`config.mk`:
```
export PLATFORM = sky130hd
export DESIGN_NAME = unified_bus_arbiter
export DESIGN_NICKNAME = d
export VERILOG_FILES = /design/src/rtl/unified_bus_arbiter.sv
export SDC_FILE = /design/constraint.sdc
export NUM_CORES = 1
export LEC_CHECK = 0
export BUFFER_PORTS_ARGS = -buffer_cell sky130_fd_sc_hd__buf_2
export CORE_AREA = 2 2 331 333
export CTS_CLUSTER_SIZE = 16
export DETAILED_ROUTE_END_ITERATION = 8
export DIE_AREA = 0 0 333 335
export PLACE_DENSITY = 0.42
export REMOVE_ABC_BUFFERS = 1
export SYNTH_ARGS = -nofsm -noshare
export SYNTH_HDL_FRONTEND = slang
export SYNTH_SLANG_ARGS = --single-unit
export TNS_END_PERCENT = 5
```
`constraint.sdc`:
```
create_clock -name clk -period 8 [get_ports clk]
set_input_delay 0.8 -clock clk [delete_from_list [all_inputs] [get_ports clk]]
set_output_delay 0.8 -clock clk [all_outputs]
set_load 0.02 [all_outputs]
```
`src/rtl/unified_bus_arbiter.sv`:
```
// Single-outstanding request router: round-robin master arbitration, address decode to
// one of four targets, slave handshake, and error/timeout response back to the granted master.
module unified_bus_arbiter #(
    parameter int NUM_MASTERS    = 9,
    parameter int NUM_SLAVES     = 4,
    parameter int ADDR_WIDTH     = 32,
    parameter int DATA_WIDTH     = 32,
    parameter int TIMEOUT_CYCLES = 256
) (
    input  logic                               clk,
    input  logic                               rst,
    input  logic [NUM_MASTERS-1:0]             m_req_valid,
    input  logic [NUM_MASTERS*ADDR_WIDTH-1:0]  m_req_addr,
    input  logic [NUM_MASTERS-1:0]             m_req_we,
    input  logic [NUM_MASTERS*DATA_WIDTH-1:0]  m_req_wdata,
    output logic [NUM_MASTERS-1:0]             m_req_ready,
    output logic [NUM_MASTERS-1:0]             m_resp_valid,
    output logic [DATA_WIDTH-1:0]              m_resp_rdata,
    output logic                               m_resp_err,
    output logic                               s_req_valid,
    output logic [NUM_SLAVES-1:0]              s_sel,
    output logic [ADDR_WIDTH-1:0]              s_req_addr,
    output logic                               s_req_we,
    output logic [DATA_WIDTH-1:0]              s_req_wdata,
    input  logic [NUM_SLAVES-1:0]              s_req_ready,
    input  logic [NUM_SLAVES-1:0]              s_resp_valid,
    input  logic [NUM_SLAVES*DATA_WIDTH-1:0]   s_resp_rdata,
    input  logic [NUM_SLAVES-1:0]              s_resp_err,
    output logic                               busy
);
    localparam int NM = NUM_MASTERS;
    localparam int AW = ADDR_WIDTH;
    localparam int DW = DATA_WIDTH;
    localparam int PW = (NM > 1) ? $clog2(NM) : 1;
    localparam int TW = (NUM_SLAVES > 1) ? $clog2(NUM_SLAVES) : 1;
    localparam int CW = $clog2(TIMEOUT_CYCLES) + 1;

    localparam logic [2:0] S_IDLE = 3'd0;
    localparam logic [2:0] S_REQ  = 3'd1;
    localparam logic [2:0] S_WAIT = 3'd2;
    localparam logic [2:0] S_ERR  = 3'd3;
    localparam logic [2:0] S_RESP = 3'd4;

    logic [2:0]    state_q, state_d;
    logic [PW-1:0] rr_ptr_q, rr_ptr_d;
    logic [PW-1:0] win_q, win_d;
    logic [AW-1:0] addr_q, addr_d;
    logic          we_q, we_d;
    logic [DW-1:0] wdata_q, wdata_d;
    logic [DW-1:0] rdata_q, rdata_d;
    logic          err_q, err_d;
    logic [CW-1:0] cnt_q, cnt_d;

    logic          found;
    logic [PW-1:0] winner;
    logic [TW-1:0] tgt;
    logic          timeout;

    function automatic logic decode_hit(input logic [AW-1:0] a);
        return (a < AW'(32'h1000_0000)) ||
               (a >= AW'(32'h1000_0000) && a <= AW'(32'h1000_FFFF)) ||
               (a >= AW'(32'h2000_0000) && a <= AW'(32'h2000_FFFF)) ||
               (a >= AW'(32'h3000_0000) && a <= AW'(32'h3000_FFFF));
    endfunction

    function automatic logic [TW-1:0] decode_tgt(input logic [AW-1:0] a);
        logic [TW-1:0] t;
        t = '0;
        if (a >= AW'(32'h3000_0000))      t = TW'(3);
        else if (a >= AW'(32'h2000_0000)) t = TW'(2);
        else if (a >= AW'(32'h1000_0000)) t = TW'(1);
        return t;
    endfunction

    assign tgt     = decode_tgt(addr_q);
    assign timeout = (cnt_q == CW'(TIMEOUT_CYCLES - 1));

    always_comb begin
        int unsigned idx;
        idx    = 0;
        found  = 1'b0;
        winner = '0;
        for (int unsigned i = 0; i < NM; i++) begin
            idx = 32'(rr_ptr_q) + i;
            if (idx >= NM) idx = idx - NM;
            if (!found && m_req_valid[PW'(idx)]) begin
                found  = 1'b1;
                winner = PW'(idx);
            end
        end
    end

    always_comb begin
        state_d     = state_q;
        rr_ptr_d    = rr_ptr_q;
        win_d       = win_q;
        addr_d      = addr_q;
        we_d        = we_q;
        wdata_d     = wdata_q;
        rdata_d     = rdata_q;
        err_d       = err_q;
        cnt_d       = cnt_q;
        m_req_ready = '0;
        case (state_q)
            S_IDLE: begin
                if (found && !rst) begin
                    m_req_ready[winner] = 1'b1;
                    win_d    = winner;
                    addr_d   = m_req_addr[winner*AW +: AW];
                    we_d     = m_req_we[winner];
                    wdata_d  = m_req_wdata[winner*DW +: DW];
                    rr_ptr_d = (winner == PW'(NM - 1)) ? '0 : winner + 1'b1;
                    rdata_d  = '0;
                    err_d    = 1'b0;
                    cnt_d    = '0;
                    state_d  = decode_hit(m_req_addr[winner*AW +: AW]) ? S_REQ : S_ERR;
                end
            end
            S_REQ: begin
                cnt_d = cnt_q + 1'b1;
                if (timeout) begin
                    rdata_d = '0;
                    err_d   = 1'b1;
                    state_d = S_RESP;
                end else if (s_req_ready[tgt]) begin
                    state_d = S_WAIT;
                end
            end
            S_WAIT: begin
                cnt_d = cnt_q + 1'b1;
                // A response arriving on the expiry cycle still counts as completion.
                if (s_resp_valid[tgt]) begin
                    rdata_d = s_resp_rdata[tgt*DW +: DW];
                    err_d   = s_resp_err[tgt];
                    state_d = S_RESP;
                end else if (timeout) begin
                    rdata_d = '0;
                    err_d   = 1'b1;
                    state_d = S_RESP;
                end
            end
            S_ERR: begin
                rdata_d = '0;
                err_d   = 1'b1;
                state_d = S_RESP;
            end
            S_RESP:  state_d = S_IDLE;
            default: state_d = S_IDLE;
        endcase
    end

    always_comb begin
        m_resp_valid = '0;
        m_resp_rdata = '0;
        m_resp_err   = 1'b0;
        s_sel        = '0;
        if (!rst && state_q == S_RESP) begin
            m_resp_valid[win_q] = 1'b1;
            m_resp_rdata        = rdata_q;
            m_resp_err          = err_q;
        end
        if (!rst && state_q == S_REQ) s_sel[tgt] = 1'b1;
    end

    assign s_req_valid = !rst && (state_q == S_REQ);
    assign s_req_addr  = addr_q;
    assign s_req_we    = we_q;
    assign s_req_wdata = wdata_q;
    assign busy        = (state_q != S_IDLE);

    always_ff @(posedge clk) begin
        if (rst) begin
            state_q  <= S_IDLE;
            rr_ptr_q <= '0;
            win_q    <= '0;
            addr_q   <= '0;
            we_q     <= 1'b0;
            wdata_q  <= '0;
            rdata_q  <= '0;
            err_q    <= 1'b0;
            cnt_q    <= '0;
        end else begin
            state_q  <= state_d;
            rr_ptr_q <= rr_ptr_d;
            win_q    <= win_d;
            addr_q   <= addr_d;
            we_q     <= we_d;
            wdata_q  <= wdata_d;
            rdata_q  <= rdata_d;
            err_q    <= err_d;
            cnt_q    <= cnt_d;
        end
    end
endmodule

```
=== Yosys cells after proc, flatten, opt, wreduce, memory -nomap -nowiden ===
Cells that the tools add are included.

* Word-level logic and storage cells: 198
* Register bits: 118

* Add/sub/neg operators: 19
* Equality and inequality tests: 9
* Multiplexer cells: 86
* Order comparisons: 34
* Shifts and indexed selects: 3
* Reductions and logical operators: 38

{| class="wikitable"
|+ Operators by type and width
! operator !! count
|-
| variable part select 288 x 10 -> 32 bit || 2
|-
| >= comparator 32 x 30 -> 1 bit (second input constant) || 4
|-
| two-way mux 32 bit || 4
|-
| case mux 32 bit (4 select lines) || 1
|-
| variable part select 128 x 8 -> 32 bit || 1
|-
| two-way mux 4 bit || 20
|-
| >= comparator 32 x 29 -> 1 bit (second input constant) || 2
|-
| <= comparator 32 x 30 -> 1 bit (second input constant) || 2
|-
| less-than comparator 4 x 5 -> 1 bit (second input constant) || 11
|-
| binary-select mux 1 bit (select 4 bit) || 10
|-
| >= comparator 5 x 4 -> 1 bit (second input constant) || 8
|-
| two-way mux 9 bit || 4
|-
| subtractor 4 bit (second input constant) || 9
|-
| <= comparator 32 x 29 -> 1 bit (second input constant) || 1
|-
| less-than comparator 32 x 29 -> 1 bit (second input constant) || 1
|-
| two-way mux 1 bit || 30
|-
| adder 4 x 3 -> 5 bit (second input constant) || 4
|-
| case mux 9 bit (2 select lines) || 1
|-
| logical AND 1 bit || 17
|-
| two-way mux 3 bit || 5
|-
| case mux 3 bit (4 select lines) || 1
|-
| adder 4 x 2 -> 5 bit (second input constant) || 2
|-
| adder 9 x 1 -> 9 bit (second input constant) || 1
|-
| == test 9 x 8 -> 1 bit (second input constant) || 1
|-
| 27 further kinds || 47
|}

=== Longest topological paths before layout ===
Gate-level depths: netlist of the first run.

* Word-level depth: 38
* Gate-level depth with buffers: 27

=== Least setup slack after synthesis of the first run ===
No wires, ideal clock.

* Path type: register -> output
* Start: reg rr_ptr_q[0]
* End: out m_req_ready[8]
* Required time: 7.200 ns
* Stages on the path, launching flop included: 26
* Data arrival time: 5.556 ns
* Slack: 1.644 ns
* Cell sequence: dfxtp_1 -> buf_2 -> inv_1 -> clkbuf_1 -> buf_1 -> ha_1 -> buf_2 -> nor3b_2 -> nand2_1 -> a21oi_2 -> mux2_2 -> a31oi_1 -> and3_1 -> clkbuf_1 -> o21ai_0 -> nand2_1 -> a32o_1 -> o221a_1 -> buf_2 -> buf_4 -> buf_2 -> buf_2 -> buf_2 -> ha_1 -> nand2_1 -> nor2_1

* Longest elaborated chain between the ends: 35
* Elaborated cells on any way between the ends: 95
* Classes of those cells: add/sub (17); order compare (11); mux (49); reduce/logical (18)

{| class="wikitable"
|+ Ends and longest elaborated chain
! what !! RTL line !! text
|-
| from (decl) || 45 || <nowiki>logic [PW-1:0] rr_ptr_q, rr_ptr_d;</nowiki>
|-
| from (signal assigned) || 184 || <nowiki>rr_ptr_q <= rr_ptr_d;</nowiki>
|-
| parallel branches: the longest is 33 deep, another holds adder 4 x 1 -> 5 bit || - ||
|-
| two-way mux 9 bit (*) || 106 || <nowiki>if (found && !rst) begin</nowiki>
|-
| two-way mux 9 bit (*) || 104 || <nowiki>case (state_q)</nowiki>
|-
| to (decl) || 16 || <nowiki>output logic [NUM_MASTERS-1:0] m_req_ready,</nowiki>
|}

Every way passes the cells marked *. The select of a mux whose other input is x is not followed.

=== Final worst setup path of the first run ===
* Start: reg rr_ptr_q[2]
* End: reg state_q[1]

* Longest elaborated chain between the ends: 38
* Elaborated cells on any way between the ends: 107
* Classes of those cells: add/sub (17); order compare (16); eq/ne (1); shift (1); mux (48); reduce/logical (24)

{| class="wikitable"
|+ Ends and longest elaborated chain
! what !! RTL line !! text
|-
| parallel branches: the longest is 38 deep, another holds adder 4 x 1 -> 5 bit || - ||
|-
| to (signal assigned) || 183 || <nowiki>state_q <= state_d;</nowiki>
|-
| to (decl) || 44 || <nowiki>logic [2:0] state_q, state_d;</nowiki>
|}

Several ways; the timed one is not identified. The select of a mux whose other input is x is not followed.
A chain may end at the register's enable or synchronous reset.

==> flow_metrics.env, run 1 <==
export IMPL_fin_crit_sh_pct=91.9
export IMPL_ios=858
export IMPL_final_cell_mix="buf_2 (857), nand2_1 (236), mux2i_1 (171)"
export IMPL_path_class="flop to flop"
export IMPL_period_minus_slack_ns=7.35
export IMPL_ctsHoldBuffers=0
export IMPL_cts_tree="yes"
export IMPL_drt_iter0_drc=1857
export IMPL_die_y_um=335
export IMPL_grt_pass1_vias=18500
export IMPL_synth_edf_count=0
export IMPL_drv_slew=0
export IMPL_placed_cells=4072
export IMPL_gp_congestion=0.919
export IMPL_post_synth_num_cell_types=89
export IMPL_final_cells=4135
export IMPL_syn_mean_instance_area_um2=7.19
export IMPL_antenna_found_initial=88
export IMPL_wl_per_cell_um=28.4
export IMPL_root_buffer="clkbuf_16"
export IMPL_crit_required_ns=8.36
export IMPL_skew_ns=0.0229
export IMPL_initial_core_util_pct=12.9
export IMPL_route_detailed_drc=0
export IMPL_syn_to_final_growth_pct=46.8
export IMPL_cp_arrival_ns=7.71
export IMPL_clk_pin_slew_ns=0.08
export IMPL_numCtsBuffers=17
export IMPL_cap_violations=0
export IMPL_grt_start_max_net_pins=83
export IMPL_ys_ff_latch=118
export IMPL_status="complete, no violations"
export IMPL_ff2ff_setup_slack_ns=0.65
export IMPL_grt_pass1_wl_um=156000
export IMPL_setup_violations=0
export IMPL_wl_um=117000
export IMPL_slew_headroom_pct=26.8
export IMPL_track_usage_pct=20.2
export IMPL_cts_htree_levels=4
export IMPL_post_cts_buffers=0
export IMPL_fp_row_count=121
export IMPL_viasPerCell=4.77
export IMPL_port_buffers=857
export IMPL_via_count=19700
export IMPL_dp_hpwl_um=97600
export IMPL_drive_gt1_share_pct=37.4
export IMPL_netlist_area_mm2=0.0140
export IMPL_rsz0062_at_grt="no"
export IMPL_fin_nets=3441
export IMPL_core_mm2=0.108
export IMPL_ant_nets=0
export IMPL_die_area_mm2=0.112
export IMPL_final_hold_viol_count=0
export IMPL_endpoint_kind="flop"
export IMPL_n_fill_cell=12500
export IMPL_cts_sinks=118
export IMPL_holdCritPathClass="flop to flop"
export IMPL_clockBufferDepth=2
export IMPL_critPathMaxFanout=18
export IMPL_yosysWarnings=0
export IMPL_grt_overflow=0
export IMPL_synthCells=1944
export IMPL_cp_start_kind="flop"
export IMPL_die_w_um=333
export IMPL_fmax_mhz=136
export IMPL_layout_commonest_cell="buf_2"
export IMPL_clkLatencyLatePin_ns=0.51
export IMPL_ctsResizeCount=0
export IMPL_yosysSeqAreaShare_pct=16.9
export IMPL_synthArstFlopShare_pct=0
export IMPL_drt_first_pass_iters=6
export IMPL_ys_flop_type="dfxtp_1"
export IMPL_tightest_slew_ns=1.09
==> cells by family (layout without fill, tap and decap cells) <==
family,count (synthesis),after routing,synth area share [%]
muxes,189,189,14.2
and+or+nand+nor,667,667,23.9
DFF,118,118,16.9
other,0,31,0
buffers and inverters,226,972,6.56
AOI/OAI and AO/OA,690,690,34.2
adders and majority gates,28,28,2.51
xor gates and xnor gates,26,26,1.73
==> worst max-delay path, stage by stage, from the launching register on <==
cell,delay [ns]
dfxtp_1,0.74
ha_1,0.73
a21oi_1,0.23
xnor2_1,0.56
o21ai_1,0.18
mux2_1,0.34
a32oi_1,0.36
o221ai_2,0.28
o221ai_1,0.25
a31oi_1,0.23
o21ai_4,0.86
nor2_4,0.31
a221oi_1,0.79
a31oi_1,0.12
o21a_1,0.27
o21a_1,0.21
a2111oi_0,0.66
a31oi_1,0.07
==> flip-flops by register name, summed over array words and instances, names as in the netlist <==
name / cells
rdata_q: 32
s_req_addr: 32
s_req_wdata: 32
cnt_q: 9
rr_ptr_q: 4
win_q: 4
state_q: 3
err_q: 1
s_req_we: 1
==> final cells by class <==
type	instances	area [um^2]	area share (%)
inverters	27	103	0.500
clock buffers	17	425	2.07
clock inverters	15	194	0.945
flip-flops and latches	118	2370	11.5
well taps	1414	1770	8.62
repair buffers	913	4800	23.4
diodes	31	77.6	0.378
multi-input cells	1600	10800	52.6
==> metal layers <==
layer / vias up / global-route usage [%] / wire length, um
met5: - / 0 / 160
met4: 30 / 6.51 / 3710
met3: 192 / 4.04 / 8070
met2: 927 / 35.4 / 58100
met1: 9556 / 24.5 / 47500
li1: 9001 / - / -
==> final timing paths <==
path                                   from           to  cells after the start
worst max-delay path            rr_ptr_q[2]   state_q[1]                     17
worst min-delay path            rdata_q[30]  rdata_q[30]                      2
worst max register to register  rr_ptr_q[2]   state_q[1]                     17
worst min register to register  rdata_q[30]  rdata_q[30]                      2
==> synth_stat cells, types with 12 or more instances <==
cell	n	area [um^2]
a211oi_1	18	135
a21o_1	12	90.1
a21oi_1	88	440
a221oi_1	54	473
a22oi_1	58	435
a31oi_1	65	407
and2_1	45	282
and3_1	23	144
buf_1	12	45.0
buf_2	36	180
clkbuf_1	146	548
dfxtp_1	118	2360
ha_1	28	350
inv_1	23	86.3
mux2i_1	172	1720
nand2_1	238	893
nand2b_1	20	125
nand3_1	119	596
nand3b_1	38	285
nor2_1	76	285
nor2b_1	17	106
nor3_1	28	140
o2111ai_1	33	289
o211ai_1	20	150
o21ai_0	148	741
o221ai_1	57	499
o22ai_1	32	200
xnor2_1	17	149
==> per-stage QoR <==
step | instance area, um^2 | hold slack, ns | util (%) | worst slack [ns] | TNS [ns]
2_1_floorplan | 13200 | 0.421 | - | -7.22 | -535.44
3_3_place_gp | 19800 | 0.435 | 18.3 | 0.807 | 0
3_5_place_dp | 19800 | 0.439 | 18.3 | 0.910 | 0
4_1_cts | 20400 | 0.448 | 18.9 | 0.706 | 0
5_1_grt | 20500 | 0.461 | 18.9 | 0.226 | 0
6_report | 20500 | 0.447 | 19.0 | 0.650 | 0
Power of run 1 is left out: the tool's default activity adds up to more than one toggle a clock period on the data nets, which glitch-free logic cannot reach.
==> run 2, diff against run 1 <==
--- a/config.mk
+++ b/config.mk
@@ -10,7 +10,7 @@
 export CTS_CLUSTER_SIZE = 16
 export DETAILED_ROUTE_END_ITERATION = 8
 export DIE_AREA = 0 0 333 335
-export PLACE_DENSITY = 0.42
+export PLACE_DENSITY = 0.32
 export REMOVE_ABC_BUFFERS = 1
 export SYNTH_ARGS = -nofsm -noshare
 export SYNTH_HDL_FRONTEND = slang
==> flow_metrics.env, run 2 (synthesis results as in run 1) <==
export IMPL_status="complete, no violations"
export IMPL_rsz0062_at_grt="no"
export IMPL_cap_violations=0
export IMPL_cp_start_kind="flop"
export IMPL_gp_congestion=0.859
export IMPL_finish_instance_area_mm2=0.0205
export IMPL_drv_slew=0
export IMPL_via_count=19100
export IMPL_ant_nets=0
export IMPL_post_cts_buffers=0
export IMPL_layout_commonest_cell="buf_2"
export IMPL_dp_hpwl_um=90400
export IMPL_crit_required_ns=7.20
export IMPL_drt_first_pass_iters=5
export IMPL_placed_cells=4090
export IMPL_clockBufferDepth=2
export IMPL_clkLatencyLatePin_ns=0.49
export IMPL_wl_per_cell_um=26.5
export IMPL_final_core_util_pct=19.0
export IMPL_ios=858
export IMPL_port_buffers=857
export IMPL_endpoint_kind="output pin"
export IMPL_reg2reg_depth=21
export IMPL_slew_headroom_pct=11.7
export IMPL_ff2ff_setup_slack_ns=1.37
export IMPL_die_area_mm2=0.112
export IMPL_drt_iter0_drc=1256
export IMPL_cts_sinks=118
export IMPL_grt_pass1_vias=19000
export IMPL_cts_htree_levels=4
export IMPL_clk_pin_slew_ns=0.06
export IMPL_hp_start="rdata_q[17]"
export IMPL_fin_setup_tns_ns=0
export IMPL_track_usage_pct=18.9
export IMPL_period_minus_slack_ns=6.85
export IMPL_die_w_um=333
export IMPL_grt_start_max_net_pins=77
export IMPL_r2r_end="state_q[1]"
export IMPL_grt_overflow=0
export IMPL_ctsHoldBuffers=0
export IMPL_ctsResizeCount=0
export IMPL_final_cells=4135
export IMPL_syn_to_final_growth_pct=46.9
export IMPL_drive_gt1_share_pct=37.7
export IMPL_fmax_mhz=146
export IMPL_numCtsBuffers=17
export IMPL_route_detailed_drc=0
export IMPL_root_buffer="clkbuf_16"
export IMPL_critPathMaxFanout=25
export IMPL_hold_path_endpoint="rdata_q[17]"
export IMPL_cp_arrival_ns=6.05
export IMPL_grt_pass1_wl_um=150000
export IMPL_viasPerCell=4.62
export IMPL_tightest_slew_ns=1.31
export IMPL_worstReg2RegStart="rr_ptr_q[1]"
export IMPL_fp_row_count=121
export IMPL_setup_violations=0
export IMPL_core_mm2=0.108
export IMPL_fin_nets=3459
export IMPL_cts_tree="yes"
export IMPL_die_y_um=335
export IMPL_fin_crit_sh_pct=85.6
export IMPL_skew_ns=0.0133
export IMPL_dpl_instance_area_mm2=0.0199
export IMPL_final_cell_mix="buf_2 (857), nand2_1 (236), mux2i_1 (172)"
export IMPL_holdCritPathClass="flop to flop"
export IMPL_whs_path_depth=2
export IMPL_path_class="flop to output pin"
export IMPL_final_hold_viol_count=0
export IMPL_wl_um=109000
export IMPL_initial_core_util_pct=12.9
export IMPL_antenna_found_initial=56
==> run 2: worst max path at each step <==
stage / end / start / cells after the start / slack (ns)
2_1_floorplan: state_q[1] / rr_ptr_q[0] / 18 / -7.22
3_3_place_gp: state_q[1] / rr_ptr_q[2] / 22 / 1.04
3_5_place_dp: state_q[1] / rr_ptr_q[1] / 21 / 1.21
4_1_cts: m_req_ready[8] / rr_ptr_q[2] / 19 / 1.13
5_1_grt: m_req_ready[8] / rr_ptr_q[0] / 17 / 0.75
6_report: m_req_ready[8] / rr_ptr_q[2] / 19 / 1.15
==> run 2: routing by layer <==
layer / vias to the layer above / global-route usage [%] / wire length (um)
li1: 9026 / - / -
met1: 9116 / 23.2 / 46000
met2: 806 / 33.9 / 55200
met3: 130 / 3.63 / 6310
met4: 16 / 3.96 / 1810
met5: - / 0 / 92
==> run 2: critical path, stage by stage (launching register included) <==
cell	delay (ns)
dfxtp_1	0.33
buf_4	0.23
inv_1	0.23
ha_1	0.32
a21boi_2	0.23
xnor2_1	0.68
o211ai_1	0.21
o311ai_0	0.22
buf_4	0.24
mux4_2	0.30
and2_4	0.19
or4_1	0.53
a31o_1	0.24
a211o_4	0.48
clkinv_1	0.11
ha_1	0.37
nand2_1	0.17
nor2_1	0.12
buf_4	0.16
buf_2	0.18
==> run 2: stage by stage <==
step                worst slack (ns)  hold slack, ns
finish                          1.15           0.443
global placement                1.04           0.435
global route                   0.747           0.467
floorplan                      -7.22           0.421
detailed placement              1.21           0.440
CTS                             1.13           0.449
==> run 2: cell type report <==
cell class | instances | area, um^2
diodes | 14 | 35.0
fillers | 12600 | 87600
well taps | 1414 | 1770
clock buffers | 17 | 425
clock inverters | 14 | 130
repair buffers | 931 | 4920
flip-flops and latches | 118 | 2370
inverters | 27 | 104
multi-input cells | 1600 | 10800
Power of run 2 is left out for the same reason.
